<file path="config.mk">
export PLATFORM = sky130hd
export DESIGN_NAME = sm_accum_ctrl
export DESIGN_NICKNAME = d
export VERILOG_FILES = /design/src/rtl/sm_accum_pkg.sv /design/src/rtl/sm_add_comb.sv /design/src/rtl/sm_accum_ctrl.sv
export SDC_FILE = /design/constraint.sdc
export NUM_CORES = 1
export LEC_CHECK = 0
export ABC_AREA = 1
export BUFFER_PORTS_ARGS = -buffer_cell sky130_fd_sc_hd__buf_2
export CAP_MARGIN = 25
export CORE_ASPECT_RATIO = 1.25
export CORE_MARGIN = 2
export CORE_UTILIZATION = 60
export CTS_BUF_LIST = sky130_fd_sc_hd__clkbuf_8
export DETAILED_ROUTE_END_ITERATION = 12
export GPL_ROUTABILITY_DRIVEN = 0
export PLACE_DENSITY_LB_ADDON = 0.25
export SLEW_MARGIN = 20
export SYNTH_ARGS = -nofsm -noshare
export SYNTH_HDL_FRONTEND = slang
export SYNTH_SLANG_ARGS = --single-unit
</file>
<file path="constraint.sdc">
create_clock -name clk -period 2.86 [get_ports clk]
set_input_delay 0.715 -clock clk [delete_from_list [all_inputs] [get_ports clk]]
set_output_delay 0.715 -clock clk [all_outputs]
set_load 0.05 [all_outputs]
</file>
<file path="src/rtl/sm_accum_pkg.sv">
// Shared types and helpers for the sign-magnitude accumulator slice.
// SM_SIZE, SIGN_BIT and MAG_MAX describe the default 16-bit build.
package sm_accum_pkg;

   typedef enum logic [1:0] {
      IDLE = 2'd0,
      ACC  = 2'd1,
      DONE = 2'd2
   } state_t;

   localparam int unsigned SM_SIZE  = 16;
   localparam int unsigned SIGN_BIT = SM_SIZE - 1;
   localparam logic [SM_SIZE-2:0] MAG_MAX = '1;

   // A zero magnitude always carries a positive sign, so -0 never escapes.
   function automatic logic sm_sign_norm(input logic sign, input logic mag_zero);
      return sign & ~mag_zero;
   endfunction

endpackage

</file>
<file path="src/rtl/sm_add_comb.sv">
// Combinational sign-magnitude adder. The carry output is the carry out of
// the magnitude add and is only raised for same-sign operands.
module sm_add_comb
   import sm_accum_pkg::*;
#(
   parameter int unsigned SIZE = SM_SIZE
) (
   input  logic [SIZE-1:0] a,
   input  logic [SIZE-1:0] b,
   output logic [SIZE-1:0] sum,
   output logic            carry
);

   localparam int unsigned MW = SIZE - 1;

   logic [MW-1:0] ma;
   logic [MW-1:0] mb;
   logic [MW-1:0] mag;
   logic [MW:0]   add_w;
   logic          sign;

   // Same sign: add magnitudes. Opposite: larger minus smaller, larger's sign.
   always_comb begin
      ma    = a[MW-1:0];
      mb    = b[MW-1:0];
      add_w = {1'b0, ma} + {1'b0, mb};
      mag   = '0;
      sign  = 1'b0;
      carry = 1'b0;
      if (a[MW] == b[MW]) begin
         mag   = add_w[MW-1:0];
         sign  = a[MW];
         carry = add_w[MW];
      end else if (ma >= mb) begin
         mag  = ma - mb;
         sign = a[MW];
      end else begin
         mag  = mb - ma;
         sign = b[MW];
      end
      sum = {sm_sign_norm(sign, mag == '0), mag};
   end

endmodule

</file>
<file path="src/rtl/sm_accum_ctrl.sv">
// Sign-magnitude stream accumulator: IDLE -> ACC (LEN beats) -> DONE.
// Optional build macro SM_ACCUM_SATURATE_EN clamps the magnitude on overflow
// instead of wrapping.
module sm_accum_ctrl
   import sm_accum_pkg::*;
#(
   parameter int unsigned SIZE    = SM_SIZE,
   parameter int unsigned COUNT_W = 8
) (
   input  logic               clk,
   input  logic               rst_n,
   input  logic               start,
   input  logic [COUNT_W-1:0] len,
   input  logic               in_valid,
   output logic               in_ready,
   input  logic [SIZE-1:0]    in_data,
   output logic               out_valid,
   input  logic               out_ready,
   output logic [SIZE-1:0]    out_data,
   output logic               overflow,
   output logic               busy
);

   localparam int unsigned SB = SIZE - 1;

   state_t             state_q, state_d;
   logic [COUNT_W-1:0] count_q, count_d;
   logic [SIZE-1:0]    acc_q, acc_d;
   logic               ovf_q, ovf_d;

   logic [SIZE-1:0]    in_norm;
   logic [SIZE-1:0]    add_sum;
   logic [SIZE-1:0]    beat_sum;
   logic               add_carry;

   // Treat an incoming -0 as +0 before it reaches the adder.
   always_comb begin
      in_norm = {sm_sign_norm(in_data[SB], in_data[SB-1:0] == '0), in_data[SB-1:0]};
   end

   sm_add_comb #(.SIZE(SIZE)) u_add (
      .a     (acc_q),
      .b     (in_norm),
      .sum   (add_sum),
      .carry (add_carry)
   );

   // Overflow handling of the adder result: clamp or wrap.
   always_comb begin
      beat_sum = add_sum;
`ifdef SM_ACCUM_SATURATE_EN
      // Carry implies equal, non-zero-total operands, so in_norm holds the sign.
      if (add_carry) begin
         beat_sum = {in_norm[SB], {(SIZE-1){1'b1}}};
      end
`endif
   end

   // State, counter, accumulator and overflow registers.
   always_ff @(posedge clk) begin
      if (!rst_n) begin
         state_q <= IDLE;
         count_q <= '0;
         acc_q   <= '0;
         ovf_q   <= 1'b0;
      end else begin
         state_q <= state_d;
         count_q <= count_d;
         acc_q   <= acc_d;
         ovf_q   <= ovf_d;
      end
   end

   // Next-state and handshake outputs.
   always_comb begin
      state_d   = state_q;
      count_d   = count_q;
      acc_d     = acc_q;
      ovf_d     = ovf_q;
      in_ready  = 1'b0;
      out_valid = 1'b0;
      busy      = (state_q != IDLE);
      unique case (state_q)
         IDLE: begin
            if (start) begin
               acc_d   = '0;
               ovf_d   = 1'b0;
               count_d = len;
               state_d = (len == '0) ? DONE : ACC;
            end
         end
         ACC: begin
            in_ready = 1'b1;
            if (in_valid) begin
               acc_d   = beat_sum;
               ovf_d   = ovf_q | add_carry;
               count_d = count_q - 1'b1;
               if (count_q == COUNT_W'(1)) begin
                  state_d = DONE;
               end
            end
         end
         DONE: begin
            out_valid = 1'b1;
            if (out_ready) begin
               state_d = IDLE;
            end
         end
         default: state_d = IDLE;
      endcase
   end

   assign out_data = acc_q;
   assign overflow = ovf_q;

endmodule
</file>
### Word-level counts from Yosys, hierarchy flattened

Cells that the tools add are included.
Widths: inputs -> output; s select.

* register bits after elaboration: 27
* bits of input ports: 29
* output and inout port bits: 20
* word-level logic and storage cells: 52

* $add $sub $neg: 4
* magnitude comparators: 1
* eq/ne operators: 8
* mux-type cells: 22
* bitwise logic cells: 5
* reductions and logical operators: 8

Operators by type and width (count)
* $mux 16: 2
* $pmux 16 s2: 1
* $logic_not 15->1: 2
* $mux 15: 2
* $sub 15x15->15: 2
* $add 15x15->16: 1
* $mux 8: 2
* $pmux 8 s2: 1
* $ge 15x15->1: 1
* $mux 2: 5
* $eq 8x1->1 const B: 1
* $logic_not 8->1: 1
* $ne 2x2->1 const B: 4
* $sub 8x1->8 const B: 1
* $mux 1: 7
* $pmux 2 s3: 1
* $reduce_and 4->1: 1
* $reduce_bool 2->1: 2
* $reduce_and 3->1: 1
* $and 1x1->1: 2
* $eq 2x1->1 const B: 1
* $eq 2x2->1 const B: 1
* $logic_not 2->1: 1
* $not 1->1: 2
* 3 further kinds: 3

### Longest topological paths before layout

* depth in word-level cells: 10
* mapped depth: 21
* depth with buffers taken out: 20

### Modules after synthesis

A second synthesis with hierarchy kept.

* cells, all modules: 830
* area total of the unflattened synthesis: 4769.6 um^2

By module, submodules not included
* sm_add_comb: times used 1, cells an instance 623, area an instance 3354.5 um^2, sequential area each 0.0 um^2
* sm_accum_ctrl: times used 1, cells an instance 207, area an instance 1415.1 um^2, sequential area each 540.5 um^2

### Worst setup path after synthesis

OpenSTA, ideal clock, no wires.

* kind: in2reg
* start: input port in_data[6]
* end: register acc_q[15] (netlist: out_data[15])
* setup time: 132 ps
* data arrival time: 2432 ps
* data required time: 2728 ps
* path slack: 295 ps
* cell stages on the path: 20
* path buffers: 2
* cells stage by stage: inv_1 -> ha_1 -> buf_6 -> nand2_1 -> nand2_2 -> a21oi_2 -> nand2_2 -> nand2_4 -> inv_2 -> nor2_4 -> buf_6 -> nand2_2 -> nand3_2 -> nand2_2 -> nor2_1 -> nand2_1 -> nor2_1 -> nand4_1 -> nand2_1 -> a21oi_1

* word-level cells in the longest chain between the ends: 10
* elaborated cells on any way between the ends: 17
* those cells by class: add/sub: 3; order compare: 1; eq/ne: 1; mux: 6; bitwise: 4; reduce/logical: 2

Ends and longest elaborated chain
* from (decl): line sm_accum_ctrl.sv:16 `input logic [SIZE-1:0] in_data,`
* parallel branches: the longest is 7 deep, another holds $sub 15x15->15
* $and 1x1->1 *: line sm_accum_pkg.sv:17 `return sign & ~mag_zero;`
* $mux 16 *: line sm_accum_ctrl.sv:94 `if (in_valid) begin`
* $pmux 16 s2 *: line sm_accum_ctrl.sv:83 `unique case (state_q)`
* to (signal assigned): line sm_accum_ctrl.sv:64 `acc_q <= '0;`
* to (signal assigned): line sm_accum_ctrl.sv:69 `acc_q <= acc_d;`
* to (decl): line sm_accum_ctrl.sv:28 `logic [SIZE-1:0] acc_q, acc_d;`

Every way passes the cells marked *. The select of a mux whose other input is x is not followed.
A chain may end at the register's enable or synchronous reset.

### Worst setup path after layout

* start: input port in_data[0]
* end: register acc_q[15] (netlist: out_data[15])

Same word-level chain as after synthesis.

==> flow_summary_export.csv <==
group,metric,value,unit
outcome,status,"completed",
global_route,grt_max_degree,22,
floorplanning,start_util,61.9,%
synthesis,syn-instance-count,816,
clock_tree,htree_levels,1,
worst_hold_path,hp-start,"count_q[5]$_SDFFE_PN0P_",
synthesis,avgSynthCellArea,5.58,um^2
worst_hold_path,holdPathEnd,"count_q[5]$_SDFFE_PN0P_",
clock_tree,clkLatencyLatePin,280,ps
critical_path,reg2reg_depth,19,
worst_hold_path,holdCritPathClass,"flip-flop to flip-flop",
drt,wl_met2,7750,um
drt,ant_nets,0,
power_and_ir_drop,intPower,1.67,mW
critical_path,r2r-end,"out_data[15]$_SDFFE_PN0P_",
critical_path,cp_max_fo,4,
clock_tree,clock_sink_count,27,
drt,dr_wl_met3,1760,um
drt,dr.max_layer_used,"met4",
clock_tree,clkTransAtPathRegs,100,ps
sta,fin_skew,6.71,ps
sta,hold_ws,499,ps
global_route,grt_usage,40.2,%
critical_path,cpMostUsedCell,"nand2_1",
synthesis,yosysSeqAreaShare,11.9,%
power_and_ir_drop,p_total,3.72,mW
floorplanning,io_pins,49,
synthesis,yosysTopAreaCell,"nand2_1",
sta,finalCriticalPeriod,2750,ps
synthesis,ys_types,41,
sta,worst_pin_slew,649,ps
placement,place.detailed.hpwl,13200,um
critical_path,worstPathCellList,"buf_2, inv_1, ha_1, inv_1, fa_2, nand3_2, nand3_2, nand2_2, nand2_1, nand2_1, nand2_1, inv_1, nand2_1, nand3_1, nand2_2, nor2_2, nand2_1, nor2_2, nand4_1, nand2_1, a21oi_1",
power_and_ir_drop,p_leak,3.49,nW
power_and_ir_drop,pwr-share-comb,78.0,%
power_and_ir_drop,clkPwrFrac,6.0,%
critical_path,slowest_stage,"fa_2",
synthesis,synth_area,4550,um^2
critical_path,startpoint_type,"input port",
floorplanning,coreArea,7360,um^2
final_layout,drive_gt1_share,26.1,%
clock_tree,cts_tree,"built",
drt,routedWlPerCell,15.8,um
critical_path,r2r_setup_slack,260,ps
drt,drt-met1-wl,5830,um
synthesis,synth.top_cell.area_share,24.2,%
final_layout,nets,1057,
global_route,grt_pass1_wl,26200,um
worst_hold_path,min_path_cells,2,
power_and_ir_drop,peakVddDrop,758,uV
sta,max_slew_margin,56.7,%
synthesis,synth_fp_nets,899,
final_layout,syn2layout_area_growth,31.9,%
floorplanning,dieWidth,81.9,um
drt,drt_wl_total,16800,um
critical_path,max_stage_delay,350,ps
placement,io_buffers,48,
clock_tree,cts_root_buf,"clkbuf_8",
clock_tree,cts_buffers,3,
power_and_ir_drop,power_frac_seq,16.0,%
drt,drt-pass1-iter-count,7,
critical_path,crit_arrival,2890,ps
critical_path,r2r_start,"out_data[2]$_SDFFE_PN0P_",
critical_path,crit_path_end_kind,"flip-flop",
clock_tree,clockBufferDepth,2,
sta,fmax,0.364,GHz
floorplanning,placementRows,35,
power_and_ir_drop,power_density,619,nW/um^2
power_and_ir_drop,p_sw_share,55.0,%
drt,via_per_inst,5.85,
drt,num_vias,6232,
critical_path,cp.required,3000,ps
sta,hold_violations,0,
drt,drt_iter0_drc,620,
synthesis,synthTopCellsByArea,"nand2_1, ha_1, dfxtp_1, inv_1, nand3_1",
sta,setup_viol,0,
job,drv_cap,0,
synthesis,synth-seq-cells,27,
floorplanning,die_area,8310,um^2
synthesis,yosysWarnings,0,
global_route,antenna_found_initial,0,
critical_path,critPathKind,"input port to flip-flop",
drt,drcViolationCount,0,
final_layout,diodes,0,
global_route,grt.overflow.total,0,
global_route,grt_pass1_vias,5925,
sta,period_share,96.1,%
sta,drv_slew,0,
power_and_ir_drop,switchingPower,2.05,mW
floorplanning,fp.dieH,101,um
## sequential cells by signal (all words and copies together) (netlist names)
signal,flops
out_data,16
overflow,1
state_q,2
count_q,8
## cell usage in the layout, fill, tap and decap left out, types with 8 or more instances in the layout
cell type  netlist  layout
a21oi_1         48      44
buf_2            7      48
buf_4            5     124
dfxtp_1         27      27
ha_1            51      41
inv_1          135     133
inv_2            8      10
nand2_1        293     286
nand2_2         10      16
nand3_1         63      58
nand3_2          4       8
nand4_1         16      16
nor2_1          60      52
nor2_2           5      10
o21ai_0         21      18
xor2_1          10      10
## final cells by class
cell class	instances	area, um^2
fill	508	1350
clock buffer	3	41.3
inverter	143	537
clock inverter	1	7.51
tap	92	115
multi-input combinational	626	3570
timing repair buffer	173	1190
sequential	27	541
## through the flow
stage	std cells	setup slack, ps	setup TNS (ps)	area, um^2	utilization (%)
global route	1065	-23.4	-23.4	6010	81.6
floorplan	816	295	0	4550	-
finish	1065	110	0	6010	81.6
CTS	1063	82.8	0	5760	78.2
detailed placement	1059	-207	-438	5710	77.6
global placement	1059	-156	-284	5710	77.6
## worst max path at each step
stage / from / to / slack, ps
after floorplan: in_data[6] / out_data[15]$_SDFFE_PN0P_ / 300
after global placement: in_data[0] / out_data[15]$_SDFFE_PN0P_ / -160
after detailed placement: in_data[0] / out_data[15]$_SDFFE_PN0P_ / -210
after CTS: in_data[0] / out_data[15]$_SDFFE_PN0P_ / 80
after global routing: in_data[14] / out_data[15]$_SDFFE_PN0P_ / -20
final: in_data[0] / out_data[15]$_SDFFE_PN0P_ / 110
## cell usage after synthesis
master       n
a2111oi_0    1
a211oi_1     2
a21boi_1     1
a21o_1       1
a21oi_1     48
a21oi_2      2
a2bb2oi_1    2
a31oi_1      2
and2_1       2
buf_2        7
buf_4        5
buf_6        5
clkbuf_1     4
dfxtp_1     27
fa_1         3
ha_1        51
inv_1      135
inv_2        8
mux2i_1      1
nand2_1    293
nand2_2     10
nand2_4      2
nand3_1     63
nand3_2      4
nand3_4      1
nand3b_1     1
nand4_1     16
nor2_1      60
nor2_2       5
nor2_4       2
nor3_1       4
nor4_1       2
o211ai_1     1
o21ai_0     21
o21ai_1      1
o21bai_1     5
o221a_2      1
o31ai_1      2
or2_2        2
xnor2_1      3
xor2_1      10
## kinds of logic (layout without fill, tap and decap cells)
family | Yosys count | in the layout | synth area share (%)
AND/OR/NAND/NOR | 467 | 468 | 44.0
flip-flops | 27 | 27 | 11.9
AO/OA/AOI/OAI | 90 | 90 | 11.2
adder cells (fa/ha/maj) | 54 | 54 | 15.3
buffers and inverters | 164 | 320 | 14.9
multiplexers | 1 | 1 | 0.220
XOR/XNOR | 13 | 13 | 2.50
## power by group through the flow
| stage | sequential, mW | combinational (mW) | clock [mW] |
|---|---|---|---|
| after detailed placement | 0.592 | 2.67 | 0 |
| after global placement | 0.585 | 2.58 | 0 |
| after CTS | 0.585 | 2.68 | 0.230 |
| after floorplan | 0.697 | 1.62 | 0 |
| final | 0.596 | 2.90 | 0.223 |
| after global routing | 0.608 | 3.13 | 0.243 |
## layer usage
layer / GRT usage, % / vias up
met5: 0 / -
met4: 28.3 / 0
met3: 9.54 / 159
met2: 66.5 / 436
met1: 44.6 / 2785
li1: - / 2852
## critical path: cells and delay by family
kind | cells | cell delay, ps
buffers and inverters | 4 | 320
AO/OA/AOI/OAI | 1 | 50
adder cells (fa/ha/maj) | 2 | 500
AND/OR/NAND/NOR | 14 | 1270
## repair_timing
item	4_1_cts	5_1_grt
hold buffers	0	0
gates resized for setup	0	55
setup buffers	0	1
endpoints found under the setup margin	0	6
(Power assumes the default switching activity.)
